## config.mk

```make
export PLATFORM = sky130hd
export DESIGN_NAME = ram_bist
export DESIGN_NICKNAME = d
export VERILOG_FILES = /design/src/rtl/ram_bist.sv
export SDC_FILE = /design/constraint.sdc
export NUM_CORES = 1
export LEC_CHECK = 0
export BUFFER_PORTS_ARGS = -buffer_cell sky130_fd_sc_hd__buf_2
export CAP_MARGIN = 20
export CORE_MARGIN = 8
export CORE_UTILIZATION = 30
export CTS_CLUSTER_DIAMETER = 80
export DETAILED_ROUTE_END_ITERATION = 10
export HOLD_SLACK_MARGIN = 0.05
export PLACE_DENSITY = 0.6
export SYNTH_ARGS = -nofsm -noshare
export SYNTH_HDL_FRONTEND = slang
export SYNTH_SLANG_ARGS = --single-unit
```

## constraint.sdc

```tcl
create_clock -name clk -period 2.1 [get_ports clk]
set_input_delay 0.21 -clock clk [delete_from_list [all_inputs] [get_ports clk]]
set_output_delay 0.21 -clock clk [all_outputs]
set_load 0.02 [all_outputs]
```

## src/rtl/ram_bist.sv

```systemverilog
// March-style self-test engine for a single-port RAM: write P up, read P up, write ~P down, read ~P down.
// Optional macro RAM_BIST_ERRCOUNT_EN adds an error counter and runs all elements instead of stopping at the first failure.
module ram_bist #(
   parameter int                ADDR_W     = 8,
   parameter int                DATA_W     = 8,
   parameter logic [DATA_W-1:0] PATTERN    = 'hA5,
   parameter int                RD_LATENCY = 1
) (
   input  logic              clk,
   input  logic              rst,
   input  logic              start,
   output logic              busy,
   output logic              done,
   output logic              pass,
   output logic [ADDR_W-1:0] failaddr,
   output logic [DATA_W-1:0] faildata,
   output logic [ADDR_W-1:0] addr,
   output logic [DATA_W-1:0] din,
   output logic              en,
   output logic              we,
   input  logic [DATA_W-1:0] dout
`ifdef RAM_BIST_ERRCOUNT_EN
   ,
   output logic [7:0]        errcount
`endif
);

   localparam int CW = (RD_LATENCY < 1) ? 1 : $clog2(RD_LATENCY + 1);
   localparam logic [CW-1:0]     LAT       = CW'(RD_LATENCY);
   localparam logic [ADDR_W-1:0] ADDR_LAST = {ADDR_W{1'b1}};

   typedef enum logic [2:0] {IDLE, W0, R0, W1, R1, DONE} state_t;

   state_t            state, state_nx;
   logic [ADDR_W-1:0] addr_nx, failaddr_nx;
   logic [DATA_W-1:0] din_nx, faildata_nx, expect_data;
   logic              en_nx, we_nx, busy_nx, done_nx, pass_nx;
   logic [CW-1:0]     waitcnt, waitcnt_nx;
   logic              mismatch, last_addr, finish, advance;
`ifdef RAM_BIST_ERRCOUNT_EN
   logic [7:0]        errcount_nx;
`endif

   // Every output is a register; this block computes the next value of all of them.
   always_comb begin
      state_nx    = state;
      addr_nx     = addr;
      din_nx      = din;
      en_nx       = en;
      we_nx       = we;
      busy_nx     = busy;
      done_nx     = done;
      pass_nx     = pass;
      failaddr_nx = failaddr;
      faildata_nx = faildata;
      waitcnt_nx  = waitcnt;
`ifdef RAM_BIST_ERRCOUNT_EN
      errcount_nx = errcount;
`endif
      expect_data = (state == R1) ? ~PATTERN : PATTERN;
      mismatch    = (dout != expect_data);
      last_addr   = (state == R1 || state == W1) ? (addr == '0) : (addr == ADDR_LAST);
      finish      = 1'b0;
      advance     = 1'b0;

      case (state)
         IDLE, DONE: begin
            if (start) begin
               state_nx    = W0;
               busy_nx     = 1'b1;
               done_nx     = 1'b0;
               pass_nx     = 1'b0;
               failaddr_nx = '0;
               faildata_nx = '0;
               addr_nx     = '0;
               din_nx      = PATTERN;
               en_nx       = 1'b1;
               we_nx       = 1'b1;
               waitcnt_nx  = '0;
`ifdef RAM_BIST_ERRCOUNT_EN
               errcount_nx = 8'd0;
`endif
            end
         end
         W0: begin
            if (last_addr) begin
               state_nx = R0;
               addr_nx  = '0;
               we_nx    = 1'b0;
            end else begin
               addr_nx = addr + 1'b1;
            end
         end
         W1: begin
            if (last_addr) begin
               state_nx = R1;
               addr_nx  = ADDR_LAST;
               we_nx    = 1'b0;
            end else begin
               addr_nx = addr - 1'b1;
            end
         end
         R0, R1: begin
            // en high marks the issue cycle; the compare waits until the last latency cycle.
            if (en) begin
               en_nx      = 1'b0;
               waitcnt_nx = CW'(1);
            end else if (waitcnt != LAT) begin
               waitcnt_nx = waitcnt + 1'b1;
            end else begin
`ifdef RAM_BIST_ERRCOUNT_EN
               if (mismatch) begin
                  if (errcount == 8'd0) begin
                     failaddr_nx = addr;
                     faildata_nx = dout;
                  end
                  if (errcount != 8'hFF) errcount_nx = errcount + 8'd1;
               end
               advance = 1'b1;
`else
               if (mismatch) begin
                  failaddr_nx = addr;
                  faildata_nx = dout;
                  pass_nx     = 1'b0;
                  finish      = 1'b1;
               end else begin
                  advance = 1'b1;
               end
`endif
               if (advance) begin
                  if (!last_addr) begin
                     addr_nx = (state == R0) ? addr + 1'b1 : addr - 1'b1;
                     en_nx   = 1'b1;
                  end else if (state == R0) begin
                     state_nx = W1;
                     addr_nx  = ADDR_LAST;
                     din_nx   = ~PATTERN;
                     en_nx    = 1'b1;
                     we_nx    = 1'b1;
                  end else begin
                     pass_nx = 1'b1;
                     finish  = 1'b1;
                  end
               end
            end
         end
         default: state_nx = IDLE;
      endcase

      if (finish) begin
         state_nx = DONE;
         busy_nx  = 1'b0;
         done_nx  = 1'b1;
         en_nx    = 1'b0;
         we_nx    = 1'b0;
`ifdef RAM_BIST_ERRCOUNT_EN
         pass_nx  = (errcount_nx == 8'd0);
`endif
      end
   end

   // Reset aborts any run in progress and discards partial results.
   always_ff @(posedge clk) begin
      if (rst) begin
         state    <= IDLE;
         addr     <= '0;
         din      <= '0;
         en       <= 1'b0;
         we       <= 1'b0;
         busy     <= 1'b0;
         done     <= 1'b0;
         pass     <= 1'b0;
         failaddr <= '0;
         faildata <= '0;
         waitcnt  <= '0;
`ifdef RAM_BIST_ERRCOUNT_EN
         errcount <= 8'd0;
`endif
      end else begin
         state    <= state_nx;
         addr     <= addr_nx;
         din      <= din_nx;
         en       <= en_nx;
         we       <= we_nx;
         busy     <= busy_nx;
         done     <= done_nx;
         pass     <= pass_nx;
         failaddr <= failaddr_nx;
         faildata <= faildata_nx;
         waitcnt  <= waitcnt_nx;
`ifdef RAM_BIST_ERRCOUNT_EN
         errcount <= errcount_nx;
`endif
      end
   end

endmodule

```

==> metrics.yaml, run 1 <==
synth:
  ys_types: 58
  avgSynthCellArea_um2: 8.07
  yosys.area_share.adder_pct: 1.64
  synth_edf_count: 0
  synth_xor_area_share_pct: 0.384
  async_flop_share_pct: 0
  ys_seq_elements: 35
  netlist_instances: 283
  yosysWarnings: 0
  yosysSeqAreaShare_pct: 30.7
  synth_top_family_by_area: "simple AND/OR/NAND/NOR gates"
  synth_area_um2: 2280
  synthesis.nets: 297
  synthSimpleGateAreaFrac_pct: 26.5
  muxShareOfSynthArea_pct: 9.26
  synth_compound_area_share_pct: 23.7
  synthFlopType: "dfxtp_1"
layout:
  num-fill-cells: 750
  area_delta_synth_final_pct: 39.5
  drive_above_1_share_pct: 39.2
  final_nets: 380
  stdcell_area_um2: 3180
  final_util_pct: 42.1
  final_common_cell: "buf_4"
  most-common-layout-cells: "buf_4, buf_2, nor2_1, dfxtp_1, nand2_1"
  num_antenna_cells: 0
  stdcell_count: 469
placement:
  place_congestion: 0.909
  placed_cells: 453
  place_hpwl_mm: 5.02
  port_buffers: 47
  postPlaceCellArea_um2: 2900
  place_ws_ns: -0.0449
worst_setup_path:
  r2r-start: "state[1]$_SDFFE_PP0P_"
  cp_max_fo: 5
  cp_top_family: "multiplexers"
  critPathSlowestCell: "dfxtp_2"
  cp_data_arrival_time_ns: 2.28
  crit_path_cell_trace: "buf_12 -> nor3b_4 -> buf_6 -> a21oi_4 -> mux2_4 -> a211o_1 -> o211ai_2 -> o22ai_2 -> mux2_4"
  slowest_delay_ns: 0.34
  cp_num_buf_inv: 2
  required_ns: 2.28
  crit_type: "reg -> reg"
  startpoint: "state[1]$_SDFFE_PP0P_"
  cp-start-kind: "flop"
  cp-end-kind: "flop"
  crit_path_frequent_cell: "mux2_4"
drt:
  vias_per_cell: 5.08
  wl_per_cell_um: 15.0
  drc: 0
  ant_nets: 0
  routed_wirelength_mm: 7.02
  firstDrtPassIters: 4
  drtIter0Drc: 139
  vias: 2383
clock_tree:
  htreeDepth: 2
  cts_root_buffer: "clkbuf_8"
  clk_pin_slew_ns: 0.08
  clockBufferDepth: 2
  cts.sinks: 35
  worstSkewPairLatency_ns: 0.29
  cts_buffers: 5
  ctsHoldBuffers: 0
  tritoncts: "yes"
global_route:
  grt_pass1_wl_mm: 11.0
  grt_usage_pct: 13.0
  gr-total-overflow: 0
  grt_max_degree: 37
  grt_pass1_vias: 2227
  antenna_found_initial: 0
timing:
  hold_violations: 0
  timing.fmax_ghz: 0.477
  max_slew_margin_pct: 57.5
  finalWorstSetupSlack_ns: 0.00237
  finClkSkew_ns: 0.00838
  finalCritPeriodShare_pct: 99.9
  drv_slew: 0
  setup_viol: 0
  period_needed_ns: 2.10
  rsz0062_at_grt: "yes"
  worst_slew_pin_slew_ns: 0.638
  holdWs_ns: 0.315
min_path:
  hold_path.class: "in -> reg"
  worstHoldStart: "dout[1]"
floorplanning:
  die_area_um2: 10700
  io_pins: 48
  num_rows: 32
  die_h_um: 103
  die_w_um: 103
  core-area_um2: 7570
  initial_core_util_pct: 30.2
run:
  drv.max_cap_violation_count: 0
power_and_ir_drop:
  power_leakage_nw: 1.48
  peakVddDrop_uv: 292
  cellPowerDensity_nw_per_um2: 983
status:
  outcome: "completed"
-- worst paths after layout --
check                             end  slack (ns)  cells after the start
max             state[2]$_SDFFE_PP0P_       0.002                      9
min          faildata[1]$_SDFFE_PP0P_        0.32                      4
max reg2reg     state[2]$_SDFFE_PP0P_       0.002                      9
min reg2reg         busy$_SDFFE_PP0P_        0.46                      1
-- power by group --
group	internal [W]	switching [W]
clock network	0.000336	0.000262
logic	0.000821	0.000918
registers	0.000736	0.0000574
-- final cells by class --
cell class,count,area (µm²),area share [%]
clock buffer,7,108,3.38
clock inverter,1,5.00,0.157
inverter,7,26.3,0.825
multi-input combinational,216,1500,47.1
sequential,35,713,22.4
tap,102,128,4.01
timing repair buffer,101,704,22.1
-- sequential cells by signal, indices dropped and copies added (netlist names) --
name      cells
addr          8
state         3
en            1
waitcnt       1
done          1
din           2
we            1
busy          1
failaddr      8
pass          1
faildata      8
-- worst register-to-register path, delay by kind of cell (launching register included) --
family / cells / cell delay, ns
multiplexers: 2 / 0.64
AO/OA/AOI/OAI: 4 / 0.48
flip-flops: 1 / 0.34
buffers and inverters: 2 / 0.27
AND/OR/NAND/NOR: 1 / 0.25
-- through the flow --
| stage | setup TNS [ns] | total power (W) |
|---|---|---|
| 5_1_grt | -0.127 | 0.00332 |
| 3_3_place_gp | -0.436 | 0.00231 |
| 6_report | 0 | 0.00313 |
| 2_1_floorplan | 0 | 0.00182 |
| 4_1_cts | 0 | 0.00294 |
| 3_5_place_dp | -0.677 | 0.00232 |
-- synthesized netlist by cell type, drive strengths merged, types with 2 or more instances --
master,instances,area (µm²)
nor2,40,153
dfxtp,35,701
a21oi,22,121
nand2,22,82.6
mux2i,17,170
and3,16,100
o21ai,14,73.8
buf,13,108
clkbuf,12,46.3
nand3,8,52.6
inv,7,26.3
a211oi,5,37.5
nand4,4,25.0
nor2b,4,25.0
a211o,3,26.3
a2bb2oi,3,26.3
a31oi,3,18.8
ha,3,37.5
mux2,3,41.3
nand2b,3,18.8
nand3b,3,22.5
nor3,3,15.0
nor4b,3,26.3
o21a,3,22.5
o21bai,3,22.5
o22ai,3,25.0
a221o,2,20.0
a311oi,2,17.5
o2111ai,2,17.5
o211ai,2,20.0
o32ai,2,17.5
or2,2,12.5
or3,2,12.5
-- repair_timing --
item                       CTS  global route
resized for setup            3            20
buffers inserted             1             5
pin swaps                    2             8
hold endpoints to repair     0             0
setup endpoints to repair    7            29
gates cloned                 0             2
-- per-layer routing --
| layer | track usage (%) | vias to the layer above | wire (µm) |
|---|---|---|---|
| li1 | - | 1190 | - |
| met3 | 2.74 | 9 | 372 |
| met2 | 22.1 | 62 | 3560 |
| met5 | 0 | - | 0 |
| met4 | 4.78 | 0 | 106 |
| met1 | 15.6 | 1122 | 2980 |
-- cell families (layout without fill, tap and decap cells) --
group                      after synthesis  in the layout
AOI/OAI and AO/OA                       78             78
xor gates and xnor gates                 1              1
adders and majority gates                3              3
buffers and inverters                   32            116
DFF                                     35             35
muxes                                   20             20
and+or+nand+nor                        114            114
No activity file was read; power rests on OpenSTA's default activity.
==> inputs of run 2 (changes only) <==
- CORE_UTILIZATION: 30 -> 49
- PLACE_DENSITY: 0.6 -> 0.85
- RECOVER_POWER: unset -> 25
- SKIP_CTS_REPAIR_TIMING: unset -> 1
==> run 2 against run 1 <==
Total power decreased by 9.5%. Clock power decreased by 18%. Critical path depth decreased by 1. Non-clock buffer count decreased by 5. Cell area decreased by 6.6%. Worst setup slack improved by 0.023 ns. Cell count decreased by 11%. Utilization increased by 23 points. Global-route usage increased by 5.4 points. First-iteration DRC count increased by 48%. Critical endpoint unchanged.
==> metrics.yaml, run 2 (synthesis gave the netlist of run 1 again) <==
status:
  outcome: "completed"
drt:
  wl_per_cell_um: 16.7
  firstDrtPassIters: 5
  drtIter0Drc: 206
  ant_nets: 0
  vias: 2533
  drc: 0
  routed_wirelength_mm: 6.94
  vias_per_cell: 6.09
layout:
  final_util_pct: 64.7
  top_regs: "addr (8), failaddr (8), faildata (8)"
  final_nets: 375
  num_antenna_cells: 0
  drive_above_1_share_pct: 32.9
  num-fill-cells: 389
  most-common-layout-cells: "buf_4, nor2_1, buf_2, dfxtp_1, nand2_1"
  final_common_cell: "buf_4"
  stdcell_area_um2: 2970
  stdcell_count: 416
  area_delta_synth_final_pct: 30.2
worst_setup_path:
  startpoint: "addr[0]$_SDFFE_PP0P_"
  cp_num_cells: 8
  cp_top_family: "multiplexers"
  slowest_delay_ns: 0.38
  r2r-end: "state[2]$_SDFFE_PP0P_"
  r2r-start: "addr[0]$_SDFFE_PP0P_"
  critPathSlowestCell: "dfxtp_4"
  cp-start-kind: "flop"
  crit_path_frequent_cell: "mux2_4"
  cp_data_arrival_time_ns: 2.25
  rrSetupSlack_ns: 0.03
  cp_num_buf_inv: 0
  cp-end-kind: "flop"
  reg2regPathDepth: 8
  crit_path_cell_trace: "ha_4 -> nand3_4 -> or2_1 -> mux2_4 -> o21a_1 -> nor2_2 -> o22ai_2 -> mux2_4"
  required_ns: 2.28
  worstSetupEndpoint: "state[2]$_SDFFE_PP0P_"
  crit_type: "reg -> reg"
  cp_max_fo: 5
clock_tree:
  cts_root_buffer: "clkbuf_8"
  clk_pin_slew_ns: 0.08
  clockBufferDepth: 2
  cts_buffers: 5
  worstSkewPairLatency_ns: 0.30
  cts.sinks: 35
  tritoncts: "yes"
  htreeDepth: 2
floorplanning:
  die_w_um: 84.3
  die_h_um: 84.3
  io_pins: 48
  initial_core_util_pct: 49.7
  die_area_um2: 7100
  num_rows: 25
  core-area_um2: 4600
timing:
  worst_slew_pin_slew_ns: 0.644
  period_needed_ns: 2.07
  timing.fmax_ghz: 0.482
  finClkSkew_ns: 0.00867
  holdWs_ns: 0.325
  setup_viol: 0
  drv_slew: 0
  finalCritPeriodShare_pct: 98.8
  max_slew_margin_pct: 57.1
  hold_violations: 0
power_and_ir_drop:
  power_leakage_nw: 1.36
  peakVddDrop_uv: 512
  cellPowerDensity_nw_per_um2: 953
  p_total_w: 0.00283
global_route:
  grt_pass1_wl_mm: 10.9
  antenna_found_initial: 0
  grt_usage_pct: 18.3
  grt_pass1_vias: 2336
  gr-total-overflow: 0
  grt_max_degree: 37
run:
  drv.max_cap_violation_count: 0
placement:
  port_buffers: 47
  place_congestion: 0.931
  postPlaceCellArea_um2: 2800
  placed_cells: 402
  place_hpwl_mm: 4.97
min_path:
  hold_path.class: "in -> reg"
run 2: cell count changes in the layout (fill, tap and decap cells not counted), sizes merged:
| cell | change |
|---|---|
| buf | -20 |
| clkbuf | +13 |
| clkinvlp | +1 |
| inv | +1 |
run 2: worst min-delay path by stage:
stage,startpoint,endpoint,slack [ns],depth (start not counted)
2_1_floorplan,start,waitcnt$_SDFFE_PP0P_,0.43,3
3_3_place_gp,busy$_SDFFE_PP0P_,busy$_SDFFE_PP0P_,0.45,1
3_5_place_dp,busy$_SDFFE_PP0P_,busy$_SDFFE_PP0P_,0.45,1
4_1_cts,dout[6],faildata[6]$_SDFFE_PP0P_,0.32,4
5_1_grt,start,waitcnt$_SDFFE_PP0P_,0.32,4
6_report,start,waitcnt$_SDFFE_PP0P_,0.33,4
run 2: per-layer routing:
metal  GRT usage, %  routed length [µm]  vias up
li1               -                   -     1185
met1           21.3                2730     1183
met2           30.0                3380      137
met3           5.23                 596       28
met4           8.79                 235        0
met5              0                   0        -
run 2: final cells by class:
cell class / count / area, µm² / area share (%)
Timing Repair Buffer: 96 / 598 / 20.1
Multi-Input combinational cell: 216 / 1470 / 49.5
Sequential cell: 35 / 722 / 24.3
Clock buffer: 5 / 68.8 / 2.31
Clock inverter: 3 / 18.8 / 0.631
Tap cell: 54 / 67.6 / 2.27
Inverter: 7 / 26.3 / 0.883
run 2: report_power, final:
group / internal (W) / switching (W) / total [W] / leakage [nW]
combinational: 0.000674 / 0.000857 / 0.00153 / 1.03
clock: 0.000231 / 0.000256 / 0.000488 / 0.0445
sequential: 0.000739 / 0.0000760 / 0.000815 / 0.289
total: 0.00165 / 0.00119 / 0.00283 / 1.36
run 2: worst min-delay path, delay by kind of cell:
family                 cells  cell delay [ns]
and+or+nand+nor            2             0.17
buffers and inverters      1             0.13
AOI/OAI and AO/OA          1             0.07
run 2: metrics by stage:
step | setup TNS, ns | setup WS, ns
final | 0 | 0.0253
after global routing | -0.0491 | -0.0363
after CTS | -0.255 | -0.112
after detailed placement | -0.987 | -0.0896
after global placement | -0.0511 | -0.0511
after floorplan | 0 | 0.00207
==> inputs of run 3 (changes only) <==
- PLACE_DENSITY: 0.85 -> 0.76
==> run 3 against run 2 <==
Flip-flop and latch count unchanged. Cell count decreased by 1.9%. Register-to-register slack better by 0.04 ns. Worst setup slack better by 0.042 ns. Total power rose by 1.3%. First-iteration DRC count rose by 28%. Global-route usage shrank 0.19 points. Sequential power about the same. Combinational power is essentially flat. Worst hold slack worse by 0.024 ns. Critical endpoint unchanged. Largest cell class unchanged.
==> metrics.yaml, run 3 (synthesis gave the netlist of run 1 again) <==
clock_tree:
  tritoncts: "yes"
  worstSkewPairLatency_ns: 0.30
  cts_buffers: 5
  htreeDepth: 2
  cts.sinks: 35
  clk_pin_slew_ns: 0.08
  cts_root_buffer: "clkbuf_8"
  clockBufferDepth: 2
power_and_ir_drop:
  cellPowerDensity_nw_per_um2: 980
  power_leakage_nw: 1.32
  peakVddDrop_uv: 375
drt:
  routed_wirelength_mm: 6.76
  wl_met2_mm: 3.33
  wl_met3_um: 447
  drc: 0
  wl_per_cell_um: 16.6
  ant_nets: 0
  wl_met1_mm: 2.84
  firstDrtPassIters: 4
  vias: 2416
  top_layer_used: "met4"
  drtIter0Drc: 263
  vias_per_cell: 5.92
timing:
  worst_slew_pin_slew_ns: 0.635
  timing.fmax_ghz: 0.492
  finalCritPeriodShare_pct: 96.8
  setup_viol: 0
  hold_violations: 0
  drv_slew: 0
  finClkSkew_ns: 0.00782
  max_slew_margin_pct: 57.7
  holdWs_ns: 0.301
  period_needed_ns: 2.03
  finalSetupTns_ns: 0
placement:
  place_congestion: 0.915
  place_hpwl_mm: 4.84
  port_buffers: 47
layout:
  top_regs: "addr (8), failaddr (8), faildata (8)"
  most-common-layout-cells: "buf_4, nor2_1, buf_2, dfxtp_1, nand2_1"
  num_antenna_cells: 0
  area_delta_synth_final_pct: 28.3
  final_nets: 368
  final_common_cell: "buf_4"
  drive_above_1_share_pct: 31.6
worst_setup_path:
  required_ns: 2.29
  cp_data_arrival_time_ns: 2.22
  cp-start-kind: "flop"
  cp-end-kind: "flop"
  crit_type: "reg -> reg"
  cp_max_fo: 4
floorplanning:
  io_pins: 48
  num_rows: 25
  initial_core_util_pct: 49.7
  die_area_um2: 7100
  core-area_um2: 4600
  die_h_um: 84.3
  die_w_um: 84.3
status:
  outcome: "completed"
run:
  drv.max_cap_violation_count: 0
global_route:
  antenna_found_initial: 0
  grt_usage_pct: 18.1
  gr-total-overflow: 0
  grt_pass1_vias: 2297
  grt_pass1_wl_mm: 10.8
  grt_max_degree: 37
min_path:
  hold_path.class: "in -> reg"
[run 3: cell count changes in the layout (fill, tap and decap cells not counted), moves of 2 or more]
cell / delta
o21ai_1: +3
buf_4: -7
o21ai_0: -3
dfxtp_4: -3
dfxtp_2: +2
[run 3: report_power, final]
part	switching [W]	internal [W]	total (W)
sequential	0.0000756	0.000737	0.000812
combinational	0.000853	0.000645	0.00150
clock	0.000260	0.000299	0.000559
total	0.00119	0.00168	0.00287
[run 3: through the flow]
step	total power, W	instance area (µm²)	utilization, %	setup WS (ns)	instances
finish	0.00287	2930	63.7	0.0676	408
global placement	0.00223	2760	60.1	0.0249	397
detailed placement	0.00226	2760	60.1	-0.0221	397
global route	0.00302	2930	63.7	-0.0186	408
CTS	0.00282	2860	62.3	-0.0373	404
floorplan	0.00182	2310	-	0.00207	283
[run 3: cell type report]
cell class / count / area, µm²
Clock buffer: 6 / 93.8
Clock inverter: 1 / 7.51
Fill cell: 410 / 1670
Inverter: 7 / 26.3
Multi-Input combinational cell: 216 / 1480
Sequential cell: 35 / 713
Tap cell: 54 / 67.6
Timing Repair Buffer: 89 / 544
[run 3: worst paths after layout]
kind | slack [ns] | endpoint | cells after the start | start
setup reg to reg | 0.07 | state[2]$_SDFFE_PP0P_ | 8 | addr[0]$_SDFFE_PP0P_
hold / removal | 0.30 | faildata[4]$_SDFFE_PP0P_ | 4 | dout[4]
setup / recovery | 0.07 | state[2]$_SDFFE_PP0P_ | 8 | addr[0]$_SDFFE_PP0P_
hold reg to reg | 0.47 | busy$_SDFFE_PP0P_ | 1 | busy$_SDFFE_PP0P_
[run 3: routing by layer]
layer / vias to the layer above / GRT usage, %
met5: - / 0
met3: 12 / 5.03
met1: 1150 / 19.9
met4: 0 / 7.22
met2: 83 / 31.9
li1: 1171 / -
[run 3: worst max-delay path, stage by stage (launching register included)]
cell and delay (ns):
dfxtp_4 0.38, ha_4 0.16, nand3_4 0.08, or2_1 0.25
mux2_4 0.30, o21a_4 0.22, nor2_2 0.13, o22ai_2 0.12
mux2_4 0.30
